`config.mk`:
```
export PLATFORM = sky130hd
export DESIGN_NAME = ahb_to_fpga_sram
export DESIGN_NICKNAME = d
export VERILOG_FILES = /design/src/rtl/ahb_to_fpga_sram.sv
export SDC_FILE = /design/constraint.sdc
export NUM_CORES = 1
export LEC_CHECK = 0
export ABC_CLOCK_PERIOD_IN_PS = 2800
export CAP_MARGIN = 20
export CORE_MARGIN = 1.5
export CORE_UTILIZATION = 35
export CTS_BUF_LIST = sky130_fd_sc_hd__clkbuf_16
export DETAILED_ROUTE_END_ITERATION = 8
export HOLD_SLACK_MARGIN = 0.03
export PLACE_DENSITY = 0.68
export SETUP_SLACK_MARGIN = 0.05
export SKIP_CTS_REPAIR_TIMING = 1
export SLEW_MARGIN = 15
export SYNTH_ARGS = -nofsm -noshare
export SYNTH_HDL_FRONTEND = slang
export SYNTH_SLANG_ARGS = --single-unit
```
`constraint.sdc`:
```
create_clock -name HCLK -period 2.8 [get_ports HCLK]
set_clock_uncertainty 0.1 [all_clocks]
set_input_delay 0.28 -clock HCLK [delete_from_list [all_inputs] [get_ports HCLK]]
set_output_delay 0.28 -clock HCLK [all_outputs]
set_load 0.01 [all_outputs]
```
`src/rtl/ahb_to_fpga_sram.sv`:
```
// rtl/ahb_to_fpga_sram.sv - AHB-Lite slave bridge to FPGA block-RAM SRAM with a one-entry write buffer
// Define AHB_TO_FPGA_SRAM_ALIGN_CHK_EN to answer unaligned transfers with a two-cycle ERROR.
module ahb_to_fpga_sram #(
  parameter int AW = 16
) (
  input  logic          HCLK,
  input  logic          HRESET,
  input  logic          HSEL,
  input  logic [AW+1:0] HADDR,
  input  logic [1:0]    HTRANS,
  input  logic [2:0]    HSIZE,
  input  logic          HWRITE,
  input  logic [31:0]   HWDATA,
  input  logic          HREADY,
  output logic          HREADYOUT,
  output logic          HRESP,
  output logic [31:0]   HRDATA,
  output logic [AW-1:0] SRAMADDR,
  output logic [31:0]   SRAMWDATA,
  output logic [3:0]    SRAMWREN,
  output logic          SRAMCS,
  input  logic [31:0]   SRAMRDATA
);
  logic          accept;
  logic          unaligned;
  logic          rd_acc;
  logic          wr_acc;
  logic [3:0]    mask;
  logic [AW-1:0] waddr;
  logic          unused_htrans0;

  logic          rd_dp_q;
  logic          wr_dp_q;
  logic [AW-1:0] rd_addr_q;
  logic [AW-1:0] wr_addr_q;
  logic [3:0]    wr_mask_q;
  logic          buf_pend_q;
  logic          buf_pend_d;
  logic [AW-1:0] buf_addr_q;
  logic [3:0]    buf_mask_q;
  logic [31:0]   buf_data_q;

  assign unused_htrans0 = HTRANS[0];
  assign accept = HSEL & HREADY & HTRANS[1];
  assign waddr  = HADDR[AW+1:2];

  always_comb begin
    mask = 4'b1111;
    case (HSIZE)
      3'd0:    mask = 4'b0001 << HADDR[1:0];
      3'd1:    mask = HADDR[1] ? 4'b1100 : 4'b0011;
      default: mask = 4'b1111;
    endcase
  end

`ifdef AHB_TO_FPGA_SRAM_ALIGN_CHK_EN
  typedef enum logic [1:0] {ERR_IDLE, ERR_FIRST, ERR_SECOND} err_state_e;
  err_state_e err_q;
  logic       hreadyout_q;
  logic       hresp_q;

  assign unaligned = ((HSIZE == 3'd1) & HADDR[0]) |
                     ((HSIZE == 3'd2) & (HADDR[1:0] != 2'b00));

  always_ff @(posedge HCLK or posedge HRESET) begin
    if (HRESET) begin
      err_q       <= ERR_IDLE;
      hreadyout_q <= 1'b1;
      hresp_q     <= 1'b0;
    end else begin
      case (err_q)
        ERR_FIRST: begin
          err_q       <= ERR_SECOND;
          hreadyout_q <= 1'b1;
          hresp_q     <= 1'b1;
        end
        default: begin
          if (accept & unaligned) begin
            err_q       <= ERR_FIRST;
            hreadyout_q <= 1'b0;
            hresp_q     <= 1'b1;
          end else begin
            err_q       <= ERR_IDLE;
            hreadyout_q <= 1'b1;
            hresp_q     <= 1'b0;
          end
        end
      endcase
    end
  end

  assign HREADYOUT = hreadyout_q;
  assign HRESP     = hresp_q;
`else
  assign unaligned = 1'b0;
  assign HREADYOUT = 1'b1;
  assign HRESP     = 1'b0;
`endif

  assign rd_acc = accept & ~HWRITE & ~unaligned;
  assign wr_acc = accept &  HWRITE & ~unaligned;

  // A read address phase owns the SRAM port; otherwise a pending buffer drains.
  always_comb begin
    SRAMCS    = 1'b0;
    SRAMWREN  = 4'b0000;
    SRAMADDR  = '0;
    SRAMWDATA = 32'h0;
    if (!HRESET) begin
      if (rd_acc) begin
        SRAMCS   = 1'b1;
        SRAMADDR = waddr;
      end else if (buf_pend_q) begin
        SRAMCS    = 1'b1;
        SRAMADDR  = buf_addr_q;
        SRAMWDATA = buf_data_q;
        SRAMWREN  = buf_mask_q;
      end
    end
  end

  always_comb begin
    HRDATA = 32'h0;
    if (rd_dp_q) begin
      for (int i = 0; i < 4; i++) begin
        HRDATA[8*i +: 8] = (buf_pend_q && (buf_addr_q == rd_addr_q) && buf_mask_q[i]) ?
                           buf_data_q[8*i +: 8] : SRAMRDATA[8*i +: 8];
      end
    end
  end

  // Reload wins over drain so a back-to-back write keeps the buffer pending.
  always_comb begin
    buf_pend_d = buf_pend_q;
    if (wr_dp_q) begin
      buf_pend_d = 1'b1;
    end else if (buf_pend_q && !rd_acc) begin
      buf_pend_d = 1'b0;
    end
  end

  always_ff @(posedge HCLK or posedge HRESET) begin
    if (HRESET) begin
      rd_dp_q    <= 1'b0;
      wr_dp_q    <= 1'b0;
      rd_addr_q  <= '0;
      wr_addr_q  <= '0;
      wr_mask_q  <= 4'b0000;
      buf_pend_q <= 1'b0;
      buf_addr_q <= '0;
      buf_mask_q <= 4'b0000;
      buf_data_q <= 32'h0;
    end else begin
      rd_dp_q    <= rd_acc;
      wr_dp_q    <= wr_acc;
      buf_pend_q <= buf_pend_d;
      if (rd_acc) begin
        rd_addr_q <= waddr;
      end
      if (wr_acc) begin
        wr_addr_q <= waddr;
        wr_mask_q <= mask;
      end
      if (wr_dp_q) begin
        buf_addr_q <= wr_addr_q;
        buf_mask_q <= wr_mask_q;
        buf_data_q <= HWDATA;
      end
    end
  end
endmodule

```
==> qor_table.md, run 1 <==
| Metric | This run | Unit |
|---|---|---|
| Wire length of the first global-routing pass | 22,500 | um |
| Number of DRC markers in iteration 0 | 189 | - |
| Peak clock frequency supported by timing | 354 | MHz |
| Violated checks | negative setup slack | - |
| Share of cells above drive strength 1 | 25.0 | % |
| Largest area contributor in the netlist | sky130_fd_sc_hd__dfrtp_1 | - |
| Number of max-cap violations | 0 | - |
| Antenna Nets Post-Route | 0 | - |
| Type of element capturing the critical path | output port | - |
| Worst Path Buf+Inv | 2 | - |
| Die W | 120 | um |
| Post-Route Utilization | 54.2 | % |
| Worst slew pin tran | 644 | ps |
| Setup Total Neg Slack | -63.9 | ps |
| Flop and latch count out of synthesis | 91 | - |
| CTS clock-pin slew for the worst setup and hold paths | 70 | ps |
| Count of pins over their slew limit | 0 | - |
| Sequential share of the synthesized area | 47.7 | % |
| Number of warnings issued by yosys | 0 | - |
| Unrepaired setup endpoints after global routing | true | - |
| Largest net degree at the start of global routing | 44 | - |
| Vias in the first global route | 4,403 | - |
| Most used standard cells in the synthesized netlist | sky130_fd_sc_hd__dfrtp_1, sky130_fd_sc_hd__mux2_2, sky130_fd_sc_hd__nand2_1, sky130_fd_sc_hd__and2_1, sky130_fd_sc_hd__nand4_1 | - |
| LEAKAGE | 0.00302 | uW |
| Total power | 4130 | uW |
| Slowest library cell on the worst path | sky130_fd_sc_hd__or4_4 | - |
| IO Port Bufs | 175 | - |
| Clock tree from TritonCTS | yes | - |
| CP max FO | 8 | - |
| Average instance area after synthesis | 10.3 | um^2 |
| Critical-path cell list | xnor2_2 > nand4_1 > buf_6 > or4_4 > o31ai_2 > a21oi_1 > dlymetal6s2s_1 | - |
| Placeable core region | 13,300 | um^2 |
| First-pass iteration count of the detailed router | 4 | - |
| Detail-routed net length per standard cell | 18.8 | um |
| Unique cell type count in the Yosys netlist | 35 | - |
| Peak VDD IR | 0.289 | mV |
| Share of Yosys cell area claimed by the top area cell type | 47.7 | % |
| Num ports | 179 | - |
| Buffer type at the clock tree root | sky130_fd_sc_hd__clkbuf_16 | - |
| HPWL after DPL | 9930 | um |
| Drt total wl | 15,200 | um |
| Category of cells accounting for the largest share of critical-path delay | simple AND/OR/NAND/NOR gates | - |
| Antenna violations before repair | 0 | - |
| Placer Congestion | 0.791 | - |
| Die ar. | 14,300 | um^2 |
| Ys flop type | sky130_fd_sc_hd__dfrtp_1 | - |
| Outcome | finished, violations left | - |
| Maximum number of buffers from clock root to sink | 2 | - |
| Final clock period utilization by the worst path | 101 | % |
| Area growth from synthesis to layout | 51.0 | % |
| Number of endpoints failing setup at the final stage | 4 | - |
| Effective utilization at floorplan | 35.9 | % |
| DRC errors left | 0 | - |
| Setup slack, reg-to-reg | 1120 | ps |
| Area after detailed placement | 6740 | um^2 |
| CTS H-tree depth | 3 | - |
| Worst setup slack after layout | -26.3 | ps |
| Fin area | 7200 | um^2 |
| Die height | 120 | um |
| Inserted Clock Buffers | 9 | - |
| Final critical path time including I/O delays and setup | 2830 | ps |
| Final Hold Vio Count | 0 | - |
| Async S/R FF share, synth | 100 | % |
| Ratio of total power to cell area | 574 | nW/um^2 |
| Cell row count | 42 | - |
| Crit path largest cell delay | 670 | ps |
| Worst slew margin relative to its limit | 57.0 | % |
| Number of vias in the routed layout | 4,332 | - |
| Remaining global-route overflow | 0 | - |
| Cell count after synthesis | 461 | - |
| Mapped Nets | 553 | - |
| Most repeated cell in the gate-level netlist after synthesis | sky130_fd_sc_hd__dfrtp_1 | - |
| Arr. time, crit path | 2450 | ps |
| Largest cells by area after synthesis | sky130_fd_sc_hd__dfrtp_1, sky130_fd_sc_hd__mux2_2, sky130_fd_sc_hd__o31ai_1 | - |
| Cell area after synthesis | 4770 | um^2 |
| Sort of element at the start of the critical path | flop | - |
| Number of clock sinks | 91 | - |
| Antenna Diode Count | 0 | - |
| Worst Setup Path Type | flop to output port | - |
| WHS | 344 | ps |
| CP Data Required Time | 2420 | ps |
| Worst Hold Class | input pin to async pin | - |
| Clock latency on the worst-skew pair | 330 | ps |
| Detailed-route vias per instance | 5.33 | - |
| Number of synthesized flops with an enable pin | 0 | - |
| Final nets | 723 | - |
| Total track usage | 20.0 | % |
[final timing paths]
path	start	end	cells after the start
worst max-delay path	rd_addr_q[11]	HRDATA[11]	7
worst min-delay path	HRESET	wr_addr_q[15]	2
worst max register to register	wr_dp_q	buf_addr_q[8]	2
worst min register to register	wr_addr_q[6]	wr_addr_q[6]	2
max in group asynchronous	HRESET	wr_dp_q	3
min in group HCLK	wr_addr_q[6]	wr_addr_q[6]	2
[flip-flops by register name (all words and copies together) (netlist names)]
signal / flops
wr_mask_q: 4
rd_dp_q: 1
buf_data_q: 32
wr_addr_q: 16
wr_dp_q: 1
buf_pend_q: 1
buf_mask_q: 4
rd_addr_q: 16
buf_addr_q: 16
[layout by cell type, fill, tap and decap left out, types with 2 or more instances in the layout]
master	instances
sky130_fd_sc_hd__nand2_1	57
sky130_fd_sc_hd__nand4_1	34
sky130_fd_sc_hd__clkinv_1	5
sky130_fd_sc_hd__a21o_1	2
sky130_fd_sc_hd__xnor2_1	2
sky130_fd_sc_hd__clkdlybuf4s50_1	143
sky130_fd_sc_hd__clkbuf_16	11
sky130_fd_sc_hd__o31ai_1	19
sky130_fd_sc_hd__buf_12	7
sky130_fd_sc_hd__o21ai_0	11
sky130_fd_sc_hd__or4_4	3
sky130_fd_sc_hd__bufinv_16	3
sky130_fd_sc_hd__dlymetal6s2s_1	2
sky130_fd_sc_hd__o31ai_2	8
sky130_fd_sc_hd__clkbuf_2	10
sky130_fd_sc_hd__dfrtp_1	90
sky130_fd_sc_hd__a21oi_1	30
sky130_fd_sc_hd__buf_2	20
sky130_fd_sc_hd__nand3_1	2
sky130_fd_sc_hd__a21boi_0	2
sky130_fd_sc_hd__o31ai_4	5
sky130_fd_sc_hd__a22o_1	15
sky130_fd_sc_hd__conb_1	2
sky130_fd_sc_hd__buf_4	10
sky130_fd_sc_hd__xnor2_2	4
sky130_fd_sc_hd__and2_1	36
sky130_fd_sc_hd__nor2_1	5
sky130_fd_sc_hd__a21oi_2	3
sky130_fd_sc_hd__mux2_2	62
sky130_fd_sc_hd__inv_1	6
sky130_fd_sc_hd__xor2_1	7
sky130_fd_sc_hd__buf_6	3
[power breakdown]
group,internal [uW],switching [uW]
Sequential,1610,248
Combinational,492,404
Clock,872,506
Total,2970,1160
[worst reg2reg max path: cells and delay by family, from the launching register on]
kind                   cells  cell delay [ps]
flip-flops                 1              770
multiplexers               1              380
buffers and inverters      1              310
[metrics by stage]
stage / std cells / setup slack [ps]
after CTS: 804 / -366
after global routing: 812 / -120
after global placement: 788 / 39.0
final: 812 / -26.3
after floorplan: 461 / 56.4
after detailed placement: 788 / 17.9
[routing by layer]
layer	wire length [um]	global-route usage (%)	up-vias
met5	0	0	-
met4	246	7.07	0
met3	827	3.04	20
met2	7330	34.7	182
met1	6840	25.3	2125
li1	-	-	2005
[logic make-up (layout without fill, tap and decap cells)]
family / count (synthesis) / after routing / synth area share [%]
compound gates: 99 / 99 / 13.7
other cells: 2 / 2 / 0.157
mux: 62 / 62 / 14.6
buf+inv: 51 / 224 / 5.77
flops: 91 / 91 / 47.7
simple gates: 143 / 145 / 15.6
xor+xnor: 13 / 13 / 2.39
[final cells by class]
cell class                 count  area [um^2]
multi-input combinational    321         2410
timing repair buffer         197         1910
fill                        1168         6090
clock buffer                   9          225
inverter                      11         43.8
clock inverter                 7          116
tap                          176          220
sequential                    91         2280
No activity file was read; power rests on OpenSTA's default activity.
==> run 2, diff against run 1 <==
ABC_CLOCK_PERIOD_IN_PS = 3400   (was 2800)
PLACE_DENSITY = 0.66   (was 0.68)
clock period = 3.4 ns   (was 2.8 ns; I/O delays follow)
==> run 2 against run 1 <==
  * The run now ends clean
  * Wire length decreased by 1.9%
  * Sequential cell count unchanged
  * Design area decreased by 3.2%
  * Global-route usage increased by 0.74 points
  * Total power decreased by 23%
  * Register-to-register slack improved by 510 ps
  * Combinational power decreased by 27%
  * Sequential power decreased by 18%
  * Critical path type unchanged
  * Highest routed layer unchanged
==> qor_table.md, run 2 (synthesis gave the netlist of run 1 again) <==
| Metric | This run | Unit | Change |
|---|---|---|---|
| Outcome | finished, final reports clean | - | was finished, violations left |
| Cell count of the worst reg-to-reg path | 2 | - | unchanged |
| Worst Hold Class | flop to flop | - | was input pin to async pin |
| Setup slack, reg-to-reg | 1630 | ps | was 1120 ps |
| IO Port Bufs | 175 | - | unchanged |
| Antenna Diode Count | 0 | - | unchanged |
| Share of cells above drive strength 1 | 15.8 | % | was 25.0% |
| Arr. time, crit path | 2770 | ps | was 2450 ps |
| Die W | 120 | um | unchanged |
| Number of DRC markers in iteration 0 | 175 | - | was 189 |
| LEAKAGE | 0.00278 | uW | was 0.00302 uW |
| CTS clock-pin slew for the worst setup and hold paths | 70 | ps | about the same |
| Vias in the first global route | 4,375 | - | was 4,403 |
| CP max FO | 16 | - | was 8 |
| Sort of element at the start of the critical path | flop | - | unchanged |
| Remaining global-route overflow | 0 | - | unchanged |
| Final clock period utilization by the worst path | 94.5 | % |  |
| Drt total wl | 14,900 | um | was 15,200 um |
| Worst slew margin relative to its limit | 55.2 | % | was 57.0% |
| Maximum number of buffers from clock root to sink | 2 | - | unchanged |
| Multi-input logic area | 2260 | um^2 | was 2410 um^2 |
| Total track usage | 20.7 | % | was 20.0% |
| Antenna Nets Post-Route | 0 | - | unchanged |
| Clock tree from TritonCTS | yes | - | unchanged |
| Die ar. | 14,300 | um^2 | unchanged |
| Count of pins over their slew limit | 0 | - | unchanged |
| Final nets | 714 | - | was 723 |
| Hold Crit Endpoint | wr_addr_q[2] | - |  |
| Post-Route Utilization | 52.4 | % | was 54.2% |
| Reg-to-reg critical path endpoint | buf_data_q[26] | - | was buf_addr_q[8] |
| Number of max-cap violations | 0 | - | unchanged |
| Ratio of total power to cell area | 457 | nW/um^2 | was 574 nW/um^2 |
| Wire length of the first global-routing pass | 23,200 | um | was 22,500 um |
| Type of element capturing the critical path | output port | - | unchanged |
| Antenna violations before repair | 0 | - | unchanged |
| Most used cells in the layout excluding fill and tap cells | sky130_fd_sc_hd__clkdlybuf4s50_1, sky130_fd_sc_hd__dfrtp_1, sky130_fd_sc_hd__mux2_2 | - | unchanged |
| First-pass iteration count of the detailed router | 4 | - | unchanged |
| Final critical path time including I/O delays and setup | 3210 | ps |  |
| DRC errors left | 0 | - | unchanged |
| Worst slew pin tran | 669 | ps | was 644 ps |
| Setup Total Neg Slack | 0 | ps | was -63.9 ps |
| CTS H-tree depth | 3 | - | unchanged |
| Clock latency on the worst-skew pair | 340 | ps | was 330 ps |
| Cell row count | 42 | - | unchanged |
| Detail-routed net length per standard cell | 18.6 | um | was 18.8 um |
| CP Data Required Time | 2960 | ps | was 2420 ps |
| Largest net degree at the start of global routing | 49 | - | was 44 |
| Worst hold stages | 2 | - |  |
| Final-layout fill cell count | 1,192 | - | was 1,168 |
| Effective utilization at floorplan | 35.9 | % | unchanged |
| Placer Congestion | 0.780 | - | was 0.791 |
| Largest Register | buf_data_q | - | unchanged |
| Inserted Clock Buffers | 9 | - | unchanged |
| Die height | 120 | um | unchanged |
| Peak VDD IR | 0.203 | mV | was 0.289 mV |
| Detailed-route vias per instance | 5.21 | - | was 5.33 |
| Number of vias in the routed layout | 4,182 | - | was 4,332 |
| Placeable core region | 13,300 | um^2 | unchanged |
| R2R Path Start | wr_dp_q | - | unchanged |
| Area growth from synthesis to layout | 46.1 | % | was 51.0% |
| Peak clock frequency supported by timing | 311 | MHz |  |
| Final Hold Vio Count | 0 | - | unchanged |
| Worst Setup Path Type | flop to output port | - | unchanged |
| Unrepaired setup endpoints after global routing | true | - | unchanged |
| Number of endpoints failing setup at the final stage | 0 | - | was 4 |
| Number of clock sinks | 91 | - | unchanged |
| Filler-free cell count of the finished design | 803 | - | was 812 |
| Sequential cell area | 2280 | um^2 | unchanged |
| Num ports | 179 | - | unchanged |
| Most common cell after layout, fill and taps aside | sky130_fd_sc_hd__clkdlybuf4s50_1 | - | unchanged |
| Buffer type at the clock tree root | sky130_fd_sc_hd__clkbuf_16 | - | unchanged |
| Largest register FFs | 32 | - | unchanged |
| HPWL after DPL | 10000 | um | was 9930 um |
| Hold path start | wr_addr_q[2] | - |  |
| Total instance count after detailed placement | 784 | - | was 788 |
## run 2: changes by cell type in the layout (fill, tap and decap cells not counted), sizes merged
cell,previous run,this run
buf,40,13
bufinv,3,1
clkbuf,21,9
clkdlybuf4s50,143,175
clkinvlp,0,2
dlymetal6s2s,2,0
## run 2: final cells by class
cell class | instances | area share, %
well taps | 176 | 3.16
repair buffers | 188 | 26.8
clock buffers | 9 | 3.23
flip-flops and latches | 91 | 32.7
multi-input cells | 321 | 32.4
clock inverters | 7 | 1.08
inverters | 11 | 0.628
## run 2: stage by stage
stage	hold slack [ps]	area [um^2]	worst slack [ps]	power [uW]
2_1_floorplan	340	4770	596	1910
3_3_place_gp	352	6630	538	2150
3_5_place_dp	361	6630	511	2190
4_1_cts	377	6930	137	3200
5_1_grt	403	6970	30.4	3370
6_report	373	6970	189	3180
## run 2: critical path: stages (launching register included)
cell,delay (ps)
sky130_fd_sc_hd__dfrtp_1,410
sky130_fd_sc_hd__xnor2_1,190
sky130_fd_sc_hd__nand4_1,100
sky130_fd_sc_hd__buf_4,180
sky130_fd_sc_hd__or4_4,660
sky130_fd_sc_hd__o31ai_1,290
sky130_fd_sc_hd__a21oi_1,110
sky130_fd_sc_hd__clkdlybuf4s50_1,500
## run 2: where the power goes
group | internal (uW) | switching, uW | total, uW
clock network | 574 | 426 | 1000
logic | 362 | 287 | 650
registers | 1330 | 208 | 1530
total | 2260 | 922 | 3180
## run 2: worst max-delay path by stage
stage,start,endpoint,cells past startpoint
floorplan,HRESET,buf_addr_q[0],1
global placement,buf_addr_q[11],HRDATA[4],6
detailed placement,buf_addr_q[0],HRDATA[27],6
CTS,buf_addr_q[11],HRDATA[27],6
global route,buf_addr_q[11],HRDATA[15],7
finish,buf_addr_q[11],HRDATA[26],7
## run 2: routing by layer
| metal | wire length, um | GRT usage [%] | share of wire, % | vias up |
|---|---|---|---|---|
| met5 | 0 | 0 | 0 | - |
| met3 | 872 | 4.52 | 5.8 | 11 |
| li1 | - | - | - | 1979 |
| met2 | 7440 | 36.1 | 50 | 153 |
| met1 | 6440 | 26.0 | 43 | 2039 |
| met4 | 189 | 5.43 | 1.3 | 0 |
==> run 3, diff against run 2 <==
CAP_MARGIN = default   (was 20)
==> results of run 3 <==
No change in the layout: final DEF, timing and power equal those of run 2.
